## config.mk

```make
export PLATFORM = sky130hd
export DESIGN_NAME = restoring_divider
export DESIGN_NICKNAME = d
export VERILOG_FILES = /design/src/rtl/restoring_divider.sv
export SDC_FILE = /design/constraint.sdc
export NUM_CORES = 1
export LEC_CHECK = 0
export CORE_MARGIN = 2
export CORE_UTILIZATION = 49
export CTS_BUF_LIST = sky130_fd_sc_hd__clkbuf_16
export CTS_CLUSTER_DIAMETER = 40
export DETAILED_ROUTE_END_ITERATION = 8
export PLACE_DENSITY = 0.86
export RECOVER_POWER = 100
export SLEW_MARGIN = 40
export SYNTH_ARGS = -nofsm -noshare
export SYNTH_HDL_FRONTEND = slang
export SYNTH_SLANG_ARGS = --single-unit
```

## constraint.sdc

```tcl
create_clock -name clk -period 2.5 [get_ports clk]
set_input_delay 0.75 -clock clk [delete_from_list [all_inputs] [get_ports clk]]
set_output_delay 0.75 -clock clk [all_outputs]
set_load 0.01 [all_outputs]
```

## src/rtl/restoring_divider.sv

```systemverilog
// rtl/restoring_divider.sv - multi-cycle unsigned restoring divider with start/done handshake
//
// Purpose: divides dividend by divisor one quotient bit per clock using a
// trial subtraction (add of the inverted divisor with carry-in 1). Results
// are registered and held until the next completed divide.
//
// Ports:
//   clk          rising-edge clock
//   reset_n      asynchronous active-low reset
//   start        request a divide, sampled only while idle
//   dividend     unsigned dividend, latched when start is accepted
//   divisor      unsigned divisor, latched when start is accepted
//   busy         high while running and during the done cycle
//   done         one-cycle pulse, results valid
//   quotient     registered quotient (all ones on divide by zero)
//   remainder    registered remainder (dividend on divide by zero)
//   div_by_zero  registered, set with done when the divisor was zero
module restoring_divider #(
  parameter int WIDTH = 8
) (
  input  logic             clk,
  input  logic             reset_n,
  input  logic             start,
  input  logic [WIDTH-1:0] dividend,
  input  logic [WIDTH-1:0] divisor,
  output logic             busy,
  output logic             done,
  output logic [WIDTH-1:0] quotient,
  output logic [WIDTH-1:0] remainder,
  output logic             div_by_zero
);

  localparam int CW = $clog2(WIDTH + 1);

  typedef enum logic [1:0] {
    S_IDLE,
    S_RUN,
    S_DONE
  } state_t;

  state_t           state_q;
  logic [CW-1:0]    cnt_q;
  logic [WIDTH-1:0] p_q;   // partial remainder
  logic [WIDTH-1:0] q_q;   // dividend shifting out, quotient shifting in
  logic [WIDTH-1:0] d_q;   // latched divisor

  logic [WIDTH:0]   shift_in;
  logic [WIDTH:0]   trial;
  logic             borrow;
  logic [WIDTH-1:0] p_d;
  logic [WIDTH-1:0] q_d;

  // The guard bit lives only in the trial path: after a restore the partial
  // remainder is always below the divisor, so it fits in WIDTH bits between
  // iterations and only the shifted value can reach WIDTH+1 bits.
  always_comb begin
    shift_in = {p_q, q_q[WIDTH-1]};
    trial    = shift_in + {1'b1, ~d_q} + {{WIDTH{1'b0}}, 1'b1};
    borrow   = trial[WIDTH];
    p_d      = borrow ? shift_in[WIDTH-1:0] : trial[WIDTH-1:0];
    q_d      = {q_q[WIDTH-2:0], ~borrow};
  end

  always_ff @(posedge clk or negedge reset_n) begin
    if (!reset_n) begin
      state_q     <= S_IDLE;
      cnt_q       <= '0;
      p_q         <= '0;
      q_q         <= '0;
      d_q         <= '0;
      busy        <= 1'b0;
      done        <= 1'b0;
      quotient    <= '0;
      remainder   <= '0;
      div_by_zero <= 1'b0;
    end else begin
      case (state_q)
        S_IDLE: begin
          done <= 1'b0;
          if (start) begin
            q_q  <= dividend;
            d_q  <= divisor;
            p_q  <= '0;
            busy <= 1'b1;
            if (divisor != '0) begin
              cnt_q   <= CW'(WIDTH);
              state_q <= S_RUN;
            end else begin
              // Divide by zero skips the iterations and reports immediately.
              state_q     <= S_DONE;
              done        <= 1'b1;
              quotient    <= '1;
              remainder   <= dividend;
              div_by_zero <= 1'b1;
            end
          end
        end

        S_RUN: begin
          p_q   <= p_d;
          q_q   <= q_d;
          cnt_q <= cnt_q - CW'(1);
          if (cnt_q == CW'(1)) begin
            state_q     <= S_DONE;
            done        <= 1'b1;
            quotient    <= q_d;
            remainder   <= p_d;
            div_by_zero <= 1'b0;
          end
        end

        S_DONE: begin
          state_q <= S_IDLE;
          busy    <= 1'b0;
          done    <= 1'b0;
        end

        default: begin
          state_q <= S_IDLE;
          busy    <= 1'b0;
          done    <= 1'b0;
        end
      endcase
    end
  end

endmodule

```

# ---- Yosys cells after proc, flatten, opt, wreduce, memory -nomap -nowiden
# Cells that the tools add are included.
dict set report op_classes {
  add_sub_neg 3
  n_eq_ne 6
  muxes 30
  bitwise 3
  n_reduce_logical 9
}
# cell n
set op_table {}
lappend op_table {{$mux W8} 9}
lappend op_table {{$pmux W8 S2} 4}
lappend op_table {{$add A9 B1 Y9 const B} 1}
lappend op_table {{$add A9 B9 Y9} 1}
lappend op_table {{$mux W4} 2}
lappend op_table {{$ne A2 B2 Y1 const B} 4}
lappend op_table {{$not A8 Y8} 1}
lappend op_table {{$pmux W4 S2} 1}
lappend op_table {{$reduce_and A2 Y1} 4}
lappend op_table {{$reduce_bool A8 Y1} 1}
lappend op_table {{$mux W1} 7}
lappend op_table {{$mux W2} 3}
lappend op_table {{$pmux W1 S2} 3}
lappend op_table {{$eq A4 B1 Y1 const B} 1}
lappend op_table {{$pmux W2 S2} 1}
lappend op_table {{$reduce_and A4 Y1} 1}
lappend op_table {{$sub A4 B1 Y4 const B} 1}
lappend op_table {{$reduce_and A3 Y1} 1}
lappend op_table {{$eq A2 B1 Y1 const B} 1}
lappend op_table {{$logic_not A2 Y1} 1}
lappend op_table {{$not A1 Y1} 2}
lappend op_table {{$reduce_bool A2 Y1} 1}
dict set report word_totals {
  regBits 49
  inputBits 19
  output_inout_bits 19
  word_cells 61
}

# ---- Longest topological paths before layout
# Gate-level depths: netlist of the first run.
dict set report depth {
  ltp_word 6
  mapped_depth 11
  ltp_nobuf 10
}

# ---- Least setup slack after synthesis of the first run
# OpenSTA, ideal clock, no wires.
dict set report synth_timing {
  kind {flip-flop to flip-flop}
  start {register q_q[7]}
  end {register remainder[5]}
  setup_ns 0.082
  t_arrival_ns 2.333
  required_time_ns 2.418
  slack_ns 0.085
  path_stages_with_launch 12
  n_path_buf 1
  synth_period_minus_slack_ns 2.415
  cell_sequence {dfrtp_1 inv_1 ha_1 inv_1 fa_1 a211oi_1 o211a_1 or3_1 buf_6 nand2_4 or3_1 a31oi_1}
}
dict set report synth_via {
  elab_chain_len 5
}
# element line_no
set synth_lines {}
lappend synth_lines {{start, declared} 44} ;# logic [WIDTH-1:0] q_q;
lappend synth_lines {{start signal, assigned} 81} ;# q_q <= dividend;
lappend synth_lines {{start signal, assigned} 101} ;# q_q <= q_d;
lappend synth_lines {{$add A9 B9 Y9} 58} ;# trial = shift_in + {1'b1, ~d_q} + {{WIDTH{1'b0}}, 1'b1};
lappend synth_lines {{$add A9 B1 Y9} 58}
lappend synth_lines {{$mux W8} 60} ;# p_d = borrow ? shift_in[WIDTH-1:0] : trial[WIDTH-1:0];
lappend synth_lines {{$mux W8} 103} ;# if (cnt_q == CW'(1)) begin
lappend synth_lines {{$pmux W8 S2} 77} ;# case (state_q)
lappend synth_lines {{end signal, assigned} 93} ;# remainder <= dividend;
lappend synth_lines {{end signal, assigned} 107} ;# remainder <= p_d;
lappend synth_lines {{end, declared} 29} ;# output logic [WIDTH-1:0] remainder,
# No other way between the ends. The select of a mux whose other input is x is not followed.
# A chain may end at the register's enable or synchronous reset.

# ---- Worst setup path after layout of the first run
dict set report layout_timing {
  start {register p_q[3]}
  end {register remainder[6]}
}
dict set report layout_via {
  elab_chain_len 5
}
# element line_no
set layout_lines {}
lappend layout_lines {{start, declared} 43} ;# logic [WIDTH-1:0] p_q;
lappend layout_lines {{start signal, assigned} 100} ;# p_q <= p_d;
lappend layout_lines {{$add A9 B9 Y9} 58}
lappend layout_lines {{$add A9 B1 Y9} 58}
lappend layout_lines {{$mux W8} 60}
lappend layout_lines {{$mux W8} 103}
lappend layout_lines {{$pmux W8 S2} 77}
# No other way between the ends. The select of a mux whose other input is x is not followed.

==> summary.md, run 1 <==
| Metric | Value |
|---|---|
| Pre-CTS WS | -0.1238 ns |
| First-pass GRT wire length | about 10 mm |
| R2R setup slack | around 0.017 ns |
| Synth unique cells | 48 |
| YS warnings | 0 |
| Die height | 77.06 microns |
| CTS tree | built |
| Die span in x | 77.06 microns |
| R2r startpoint | p_q[3] |
| Htree depth | 2 |
| Initial antenna violation count | 0 |
| Iter 0 DRT Violations | 155 |
| Per-cell routed wire length | about 16 microns |
| Dpl hpwl | 4.456 mm |
| Drt first pass iters | 4 |
| Final Hold Vio Count | 0 |
| RSZ-0062 raised after global routing | yes |
| M1 wire length | between 2 and 3 mm |
| Num rows | 26 |
| Final Setup Violations | 0 |
| Minimum clock period | 2.483 ns |
| Setup ws final | 0.01732 ns |
| Rel. slew slack | 0.2117 |
| Global route total overflow | 0 |
| # IOs | 38 |
| Met3 Wirelength | between 400 and 500 microns |
| Cts bufs inserted | 5 |
| Hold_ws | 0.4763 ns |
| Status | finished clean |
| Total routed wirelength | 6.760 mm |
| I/O Buffers | 37 |
| Largest net degree at the start of global routing | 50 |
| Post-synthesis sequential area ratio | 0.4689 |
| Detailed-route DRC error count | 0 |
| HP Start | done |
| Post-synthesis async set-or-reset flop share | 1.000 |
| Register bit count reported by yosys | 49 |
| Cell Area, Synth | 0.002615 sq mm |
| Critical path fanouts, max | 5 |
| Root Driver | clkbuf_16 |
| Placeable Area | between 0.005 and 0.006 sq mm |
| Worst EP arrival | 2.66 ns |
| Area share of the largest cell type after synthesis | 0.4689 |
| VDD IR max | 0.7327 mV |
| Final Skew | 0.007235 ns |
| Share of layout cells above drive strength 1 | 0.2116 |
| CP Launch Type | flip-flop |
| Die area | 0.005937 sq mm |
| Global Route Usage Sum | 0.2131 |
| Number of max-cap violations | 0 |
| Routed Antenna Nets | 0 |
| P_leak | 0.001505 uW |
| # nets final | 374 |
| Min-Delay Path Class | reg2reg |
| Crit. End Element | flip-flop |
| Top routing layer in use | met4 |
| Worst-path clk slew | 0.07 ns |
| Top post-synthesis cells by area | dfrtp_1 (47%), o21ai_0 (5.2%), nand2_1 (5.0%) |
| Syn avg cell area | 9.175 sq um |
| Placer Congestion | between 0.9 and 1 |
| Top FF cell, synth | dfrtp_1 |
| Vias in the first global route | 2,176 |
| Vias post-DR | 2,365 |
| Pwr Density | 1514 mW/mm^2 |
| Gate Count Post-Synth | 285 |
| Initial core utilization | 0.5088 |
| Wire length on met2 | 3.303 mm |
| Ant. Diodes | 0 |
| CTS sink cnt | 49 |
| Final period util | 0.9931 |
| Hold endpoint | done |
| R2R Path End | remainder[6] |
| EDFF count, synth | 0 |
| Worst setup path category | reg2reg |
| Syn Nets | 315 |
| Depth of the worst register-to-register path | 9 |
| CTS max path bufs | 2 |
| Filler instances | 394 |
| Hold depth | 1 |
| Area Overhead vs Synth | 32.30% |
| Slew Viols, Final | 0 |
| Top cell type by total area after synthesis | dfrtp_1 |
| CP required | 2.68 ns |
| Worst Tran Pin Value | roughly 1.2 ns |
| Clock Latency Late Sink | 0.29 ns |
| Vias per inst | 5.699 |
| Fmax | 402.8 MHz |
==> critical path, stage by stage, from the launching register on <==
cell,delay (ns)
dfrtp_1,0.43
ha_1,0.39
o211ai_1,0.13
o211a_1,0.25
buf_4,0.13
or3_4,0.42
buf_6,0.14
nand3_1,0.09
a21oi_2,0.08
o32a_1,0.30
==> through the flow <==
stage | TNS [ns] | std cells | utilization | power [uW] | area [sq um]
final | 0 | 415 | 0.6731 | 5236 | 3460
after CTS | -0.008955 | 412 | 0.6529 | 4859 | 3356
after global routing | -0.6169 | 415 | 0.6731 | 5594 | 3460
after floorplan | 0 | 285 | - | 3181 | 2615
after global placement | -0.9252 | 404 | 0.6227 | 4016 | 3201
after detailed placement | -1.368 | 404 | 0.6227 | 4115 | 3201
==> cells by family after synthesis <==
logic type / Yosys count / synth area share
compound gates: 82 / 0.1990
xor+xnor: 5 / 0.01675
fa+ha+maj: 11 / 0.05550
buf+inv: 29 / 0.04880
flops: 49 / 0.4689
mux: 9 / 0.03445
simple gates: 100 / 0.1766
==> area by class of cell <==
class                      count  area [sq um]  area share
clock buffer                   5         125.1     0.03617
clock inverter                 3         17.52    0.005063
inverter                      16         60.06     0.01736
multi-input combinational    207          1375      0.3975
sequential                    49          1226      0.3544
tap                           70         87.58     0.02532
timing repair buffer          65         568.0      0.1642
==> cells in the mapped netlist, drive strengths merged (3+ instances only) <==
cell,instances
buf,5
nor3,7
nor2,30
inv,15
mux2i,9
nand2,36
or3,3
clkbuf,8
or2,10
nand3,5
dfrtp,49
a21oi,21
xnor2,3
a21boi,3
a211oi,9
ha,10
a21o,5
o21ai,28
==> cells in the final DEF (no fill, tap or decap), types with 2 or more instances in the layout <==
cell type	netlist	final
buf_4	0	23
o21ai_2	1	2
o21ai_0	27	21
nand3b_1	2	2
nand2_1	35	35
a21o_1	3	3
a21oi_2	2	6
o21ai_1	0	4
clkbuf_16	0	5
or3_4	0	2
a211oi_2	1	2
a21boi_1	1	3
ha_1	10	9
or2_2	9	9
dfrtp_1	49	49
xnor2_1	3	3
nor2_1	30	30
o22ai_1	2	2
clkbuf_2	0	3
dlygate4sd3_1	0	20
nor3_1	7	3
a211oi_1	8	7
xor2_1	2	2
inv_2	0	2
nor3_2	0	2
mux2i_1	9	9
a21oi_1	19	15
inv_1	15	13
nor3_4	0	2
a22oi_1	2	2
o32a_1	2	2
nor4_1	2	2
clkdlybuf4s50_1	0	16
clkinv_1	1	2
nand3_1	5	5
a21o_2	2	2
==> flip-flops by register name, indices dropped and copies added, names as in the netlist <==
register / flops
done: 1
quotient: 8
remainder: 8
div_by_zero: 1
p_q: 8
d_q: 8
q_q: 8
state_q: 2
busy: 1
cnt_q: 4
==> repair_timing <==
item,4_1_cts,5_1_grt
hold buffers,0,0
resized for setup,6,28
setup endpoints to repair,14,22
setup buffers,0,3
pin swaps,0,17
==> routing by layer <==
layer  track usage  up-vias
met5             0        -
met4       0.04107        0
met3       0.04941       18
met2        0.3509       96
met1        0.2913     1140
li1              -     1111
==> worst max-delay path by stage <==
stage | from | end | slack, ns | cells past startpoint
after floorplan | q_q[7] | remainder[5] | 0.08 | 11
after CTS | q_q[7] | remainder[6] | -0.008 | 11
after global routing | q_q[7] | remainder[0] | -0.12 | 12
after detailed placement | divisor[5] | quotient[1] | -0.12 | 8
final | p_q[3] | remainder[6] | 0.02 | 9
after global placement | divisor[1] | quotient[2] | -0.09 | 8
==> report_power, final <==
group,leakage (uW),internal (uW),switching (uW),total (uW)
Combinational,0.000845,1400,1740,3140
Sequential,0.000589,1170,275,1440
Clock,0.0000712,367,288,655
Note: power is estimated with default switching activity, not from simulation.
==> run 2, diff against run 1 <==
--- a/config.mk
+++ b/config.mk
@@ -6,11 +6,11 @@
 export NUM_CORES = 1
 export LEC_CHECK = 0
 export CORE_MARGIN = 2
-export CORE_UTILIZATION = 49
+export CORE_UTILIZATION = 42
 export CTS_BUF_LIST = sky130_fd_sc_hd__clkbuf_16
 export CTS_CLUSTER_DIAMETER = 40
 export DETAILED_ROUTE_END_ITERATION = 8
-export PLACE_DENSITY = 0.86
+export PLACE_DENSITY = 0.77
 export RECOVER_POWER = 100
 export SLEW_MARGIN = 40
 export SYNTH_ARGS = -nofsm -noshare
==> run 2 against run 1 <==
  * Clock power grew 5.0%
  * Largest power group unchanged
  * Via count shrank 6.1%
  * Utilization decreased by 11 points
==> summary.md, run 2 (same netlist as run 1, synthesis figures left out) <==
| Metric | Value |
|---|---|
| CP Launch Type | flip-flop |
| Total Neg Setup Slack | 0 ns (unchanged) |
| # nets final | 370 (-1.1%) |
| Buf+Inv Stages, Crit Path | 3 (+1) |
| Dpl hpwl | 4.728 mm (+6.1%) |
| Initial antenna violation count | 0 (unchanged) |
| Setup ws final | 0.02984 ns (+0.01252 ns) |
| Root Driver | clkbuf_16 |
| Most common cell after layout, fill and taps aside | dfrtp_1 |
| Hold_buf cts | 0 (unchanged) |
| Critical path fanouts, max | 4 (-1) |
| Status | finished clean |
| Worst-path clk slew | 0.07 ns (about the same) |
| R2r startpoint | q_q[7] |
| Per-cell routed wire length | 15.37 microns (-5.7%) |
| Fmax | 404.8 MHz (+0.51%) |
| Cell family with most CP delay | compound AO/OA/AOI/OAI gates |
| R2R setup slack | 0.03 ns (about the same) |
| Routed Antenna Nets | 0 (unchanged) |
| Worst Setup EP | remainder[5] |
| Final period util | 0.9881 (-0.005009) |
| Final Setup Violations | 0 (unchanged) |
| Slew Viols, Final | 0 (unchanged) |
| VDD IR max | 0.6777 mV (-7.5%) |
| Ant. Diodes | 0 (unchanged) |
| Max incr delay on CP | 0.40 ns (-0.03 ns) |
| Clock Latency Late Sink | 0.29 ns (about the same) |
| Die height | 82.91 microns (+7.6%) |
| Design Power | 4946 uW (-5.6%) |
| Detailed-route DRC error count | 0 (unchanged) |
| Largest net degree at the start of global routing | 42 (-16%) |
| Vias in the first global route | 2,204 (+1.3%) |
| CP Launch Point | q_q[7] |
| Share of layout cells above drive strength 1 | 0.1672 (-0.04444) |
| Drt first pass iters | 4 (unchanged) |
| RSZ-0062 raised after global routing | yes |
| CTS max path bufs | 2 (unchanged) |
| I/O Buffers | 37 (unchanged) |
| Critical path depth in cells | 11 (+2) |
| Final Skew | 0.008775 ns (+0.001540 ns) |
| R2R Path End | remainder[5] |
| First-pass GRT wire length | 10.79 mm (+5.9%) |
| Vias post-DR | 2,220 (-6.1%) |
| CP max stage cell | dfrtp_1 |
| CTS tree | built |
| Final Hold Vio Count | 0 (unchanged) |
| Vias per inst | 5.337 (-6.4%) |
| Worst setup path category | reg2reg |
| CP required | 2.71 ns (+0.03 ns) |
| Die area | 0.006873 sq mm (+16%) |
| Cts bufs inserted | 5 (unchanged) |
| P_leak | 0.001466 uW (-2.6%) |
| Hold_ws | 0.3927 ns (-0.08357 ns) |
| Area Overhead vs Synth | 29.28% |
| Most frequent cells in the layout | dfrtp_1 (49), nand2_1 (35), nor2_1 (30) |
| Fin util | 0.5676 (-0.1054) |
| # IOs | 38 (unchanged) |
| Minimum clock period | 2.470 ns (-0.01252 ns) |
| Htree depth | 2 (unchanged) |
| Placer Congestion | 0.8830 (-2.5%) |
| Num rows | 28 (+7.7%) |
| Crit-path cells | inv_2 > ha_4 > inv_2 > fa_2 > a211oi_2 > o211a_1 > or3_4 > buf_6 > nand2_4 > or3_4 > a31oi_1 |
| Pre-CTS WS | -0.1432 ns (-0.01940 ns) |
| Crit. End Element | flip-flop |
| CTS sink cnt | 49 (unchanged) |
| Number of max-cap violations | 0 (unchanged) |
| Worst Tran Pin Value | 1.008 ns (-0.1747 ns) |
| Total routed wirelength | 6.392 mm (-5.4%) |
| Depth of the worst register-to-register path | 11 (+2) |
| Placeable Area | 0.005956 sq mm (+16%) |
| Iter 0 DRT Violations | 194 (+25%) |
| Die span in x | 82.91 microns (+7.6%) |
| Global route total overflow | 0 (unchanged) |
| Pwr Density | 1463 mW/mm^2 (-3.3%) |
| Min-Delay Path Class | in2async |
| Worst EP arrival | 2.68 ns (+0.02 ns) |
| Rel. slew slack | 0.3282 (+0.1165) |
| Global Route Usage Sum | 0.1919 (-0.02118) |
| Initial core utilization | 0.4391 (-0.06969) |
-- run 2: layout make-up --
type	instances	area [sq um]
Sequential cell	49	1226
Inverter	16	60.06
Tap cell	75	93.84
Clock inverter	3	25.02
Timing Repair Buffer	61	544.3
Fill cell	524	2575
Multi-Input combinational cell	207	1306
Clock buffer	5	125.1
-- run 2: what timing repair did --
| item | in CTS | in global routing |
|---|---|---|
| setup endpoints to repair | 16 | 16 |
| setup buffers | 0 | 0 |
| pin swaps | 1 | 11 |
| resized for setup | 2 | 15 |
-- run 2: worst register-to-register path, stage by stage (launching register included) --
cell      delay [ns]
dfrtp_1         0.40
inv_2           0.08
ha_4            0.13
inv_2           0.03
fa_2            0.36
a211oi_2        0.30
o211a_1         0.29
or3_4           0.19
buf_6           0.10
nand2_4         0.04
or3_4           0.32
a31oi_1         0.16
-- run 2: worst min path at each step --
stage / endpoint / cells after the start
2_1_floorplan: busy / 0
3_3_place_gp: done / 1
3_5_place_dp: done / 1
4_1_cts: d_q[2] / 1
5_1_grt: d_q[2] / 1
6_report: d_q[2] / 1
-- run 2: where the power goes --
group	total [uW]	internal, uW	leakage (uW)	switching (uW)
logic	2840	1290	0.000807	1550
clock network	688	376	0.0000704	312
registers	1420	1170	0.000589	250
-- run 2: metrics by stage --
step / instances / area, sq um
floorplan: 285 / 2615
global placement: 408 / 3212
detailed placement: 408 / 3212
CTS: 416 / 3372
global route: 416 / 3381
finish: 416 / 3381
-- run 2: per-layer routing --
metal	up-vias	routed length (microns)	GRT usage
met5	-	0	0
met4	0	137	0.07601
met3	12	250	0.02485
met2	61	3019	0.2969
met1	1050	2985	0.2734
li1	1097	-	-
==> run 3, diff against run 2 <==
--- a/config.mk
+++ b/config.mk
@@ -12,6 +12,7 @@
 export DETAILED_ROUTE_END_ITERATION = 8
 export PLACE_DENSITY = 0.77
 export RECOVER_POWER = 100
+export SKIP_LAST_GASP = 1
 export SLEW_MARGIN = 40
 export SYNTH_ARGS = -nofsm -noshare
 export SYNTH_HDL_FRONTEND = slang
==> run 3 against run 2 <==
  * Maximum frequency shrank 0.60%
  * First-iteration DRC count down 15%
  * Hold slack lost 0.0022 ns
  * Via count is 0.32% higher
  * Critical endpoint is now remainder[1]
  * Largest cell class unchanged
  * Largest power group unchanged
==> summary.md, run 3 (same netlist as run 1, synthesis figures left out) <==
| Metric | Value |
|---|---|
| Htree depth | 2 (unchanged) |
| Number of max-cap violations | 0 (unchanged) |
| Worst-path clk slew | 0.07 ns (about the same) |
| Largest net degree at the start of global routing | 42 (unchanged) |
| CTS sink cnt | 49 (unchanged) |
| Placer Congestion | 0.8830 (unchanged) |
| First-pass GRT wire length | 10.79 mm (unchanged) |
| Die height | 82.91 microns (unchanged) |
| Status | finished clean |
| Drt first pass iters | 4 (unchanged) |
| R2R setup slack | 0.02 ns (about the same) |
| Min-Delay Path Class | in2async |
| Slew Viols, Final | 0 (unchanged) |
| Minimum clock period | 2.485 ns (+0.01482 ns) |
| Pwr Density | 1457 mW/mm^2 (-0.40%) |
| CP Launch Point | q_q[7] |
| Total routed wirelength | 6.349 mm (-0.67%) |
| Hold_ws | 0.3904 ns (-0.002248 ns) |
| Worst setup path category | reg2reg |
| Initial core utilization | 0.4391 (unchanged) |
| Die span in x | 82.91 microns (unchanged) |
| Dpl hpwl | 4.728 mm (unchanged) |
| Num rows | 28 (unchanged) |
| Final Hold Vio Count | 0 (unchanged) |
| Critical path fanouts, max | 4 (unchanged) |
| I/O Buffers | 37 (unchanged) |
| CP required | 2.68 ns (-0.03 ns) |
| Design Power | 4915 uW (-0.62%) |
| Vias post-DR | 2,227 (+0.32%) |
| CP Launch Type | flip-flop |
| Vias per inst | 5.353 (+0.32%) |
| Total Neg Setup Slack | 0 ns (unchanged) |
| Die area | 0.006873 sq mm (unchanged) |
| Per-cell routed wire length | 15.26 microns (-0.67%) |
| Cts bufs inserted | 5 (unchanged) |
| Clock Latency Late Sink | 0.29 ns (about the same) |
| Vias in the first global route | 2,204 (unchanged) |
| Worst EP arrival | 2.66 ns (-0.02 ns) |
| Final period util | 0.9940 (+0.005927) |
| Global Route Usage Sum | 0.1919 (unchanged) |
| Root Driver | clkbuf_16 |
| # Post-CTS Setup Buffers | 0 (unchanged) |
| CTS max path bufs | 2 (unchanged) |
| RSZ-0062 raised after global routing | yes |
| Final Skew | 0.008596 ns (-0.0001789 ns) |
| Rel. slew slack | 0.3223 (-0.005849) |
| Global route total overflow | 0 (unchanged) |
| # IOs | 38 (unchanged) |
| Share of layout cells above drive strength 1 | 0.1642 (-0.002933) |
| P_leak | 0.001466 uW (about the same) |
| Most common cell after layout, fill and taps aside | dfrtp_1 |
| CTS tree | built |
| Final Setup Violations | 0 (unchanged) |
| Crit. End Element | flip-flop |
| Initial antenna violation count | 0 (unchanged) |
| Iter 0 DRT Violations | 165 (-15%) |
| Area Overhead vs Synth | 29.00% |
| Routed Antenna Nets | 0 (unchanged) |
| # nets final | 370 (unchanged) |
| Placeable Area | 0.005956 sq mm (unchanged) |
| VDD IR max | 0.6757 mV (-0.29%) |
| Fmax | 402.4 MHz (-0.60%) |
| Detailed-route DRC error count | 0 (unchanged) |
| Worst Tran Pin Value | 1.017 ns (+0.008774 ns) |
| R2r startpoint | q_q[7] |
| Ant. Diodes | 0 (unchanged) |
| Most frequent cells in the layout | dfrtp_1 (49), nand2_1 (35), nor2_1 (30) |
==> run 3: changes by cell type in the layout (fill, tap and decap cells not counted) <==
cell	change
a41oi_2	-1
o21ai_0	+2
o21ai_1	-2
a41oi_1	+1
==> run 3: cell type report <==
class,instances,area (sq um)
clock buffer,5,125.1
sequential,49,1226
tap,75,93.84
clock inverter,3,25.02
inverter,16,60.06
timing repair buffer,61,544.3
multi-input combinational,207,1299
fill,524,2582
==> run 3: timing repair <==
| item | 4_1_cts | 5_1_grt |
|---|---|---|
| pin swaps | 1 | 11 |
| hold buffers | 0 | 0 |
| hold endpoints to repair | 0 | 0 |
| resized for setup | 2 | 12 |
| cloned | 0 | 0 |
| setup endpoints to repair | 16 | 16 |
==> run 3: metal layers <==
| metal | vias to the layer above | share of wire | GRT usage |
|---|---|---|---|
| li1 | 1097 | - | - |
| met4 | 0 | 0.020 | 0.07601 |
| met1 | 1051 | 0.46 | 0.2734 |
| met3 | 10 | 0.043 | 0.02485 |
| met2 | 69 | 0.48 | 0.2969 |
| met5 | - | 0 | 0 |
==> run 3: worst max-delay path, stage by stage, from the launching register on <==
cell	delay, ns
dfrtp_1	0.40
inv_2	0.08
ha_4	0.13
inv_2	0.03
fa_2	0.36
a211oi_2	0.30
o211a_1	0.29
nor3_1	0.11
o21ai_0	0.23
a21oi_2	0.10
o32a_1	0.33
==> run 3: worst paths after layout <==
check / cells past startpoint / end
worst max-delay path: 10 / remainder[1]
worst min-delay path: 1 / d_q[2]
worst max register to register: 10 / remainder[1]
worst min register to register: 1 / done
max in group asynchronous: 2 / busy
min in group clk: 1 / done
==> run 3: metrics by stage <==
step           cell area (sq um)  worst slack [ns]  instances    util
3_5_place_dp                3212           -0.1432        408  0.5393
2_1_floorplan               2615           0.08460        285       -
4_1_cts                     3372           0.02200        416  0.5662
5_1_grt                     3373          -0.05038        416  0.5664
6_report                    3373           0.01502        416  0.5664
3_3_place_gp                3212          -0.06853        408  0.5393
==> run 3: power breakdown <==
group	leakage [uW]	internal (uW)	total, uW	switching, uW
logic	0.000807	1280	2810	1530
registers	0.000589	1170	1420	250
clock network	0.0000704	376	689	312
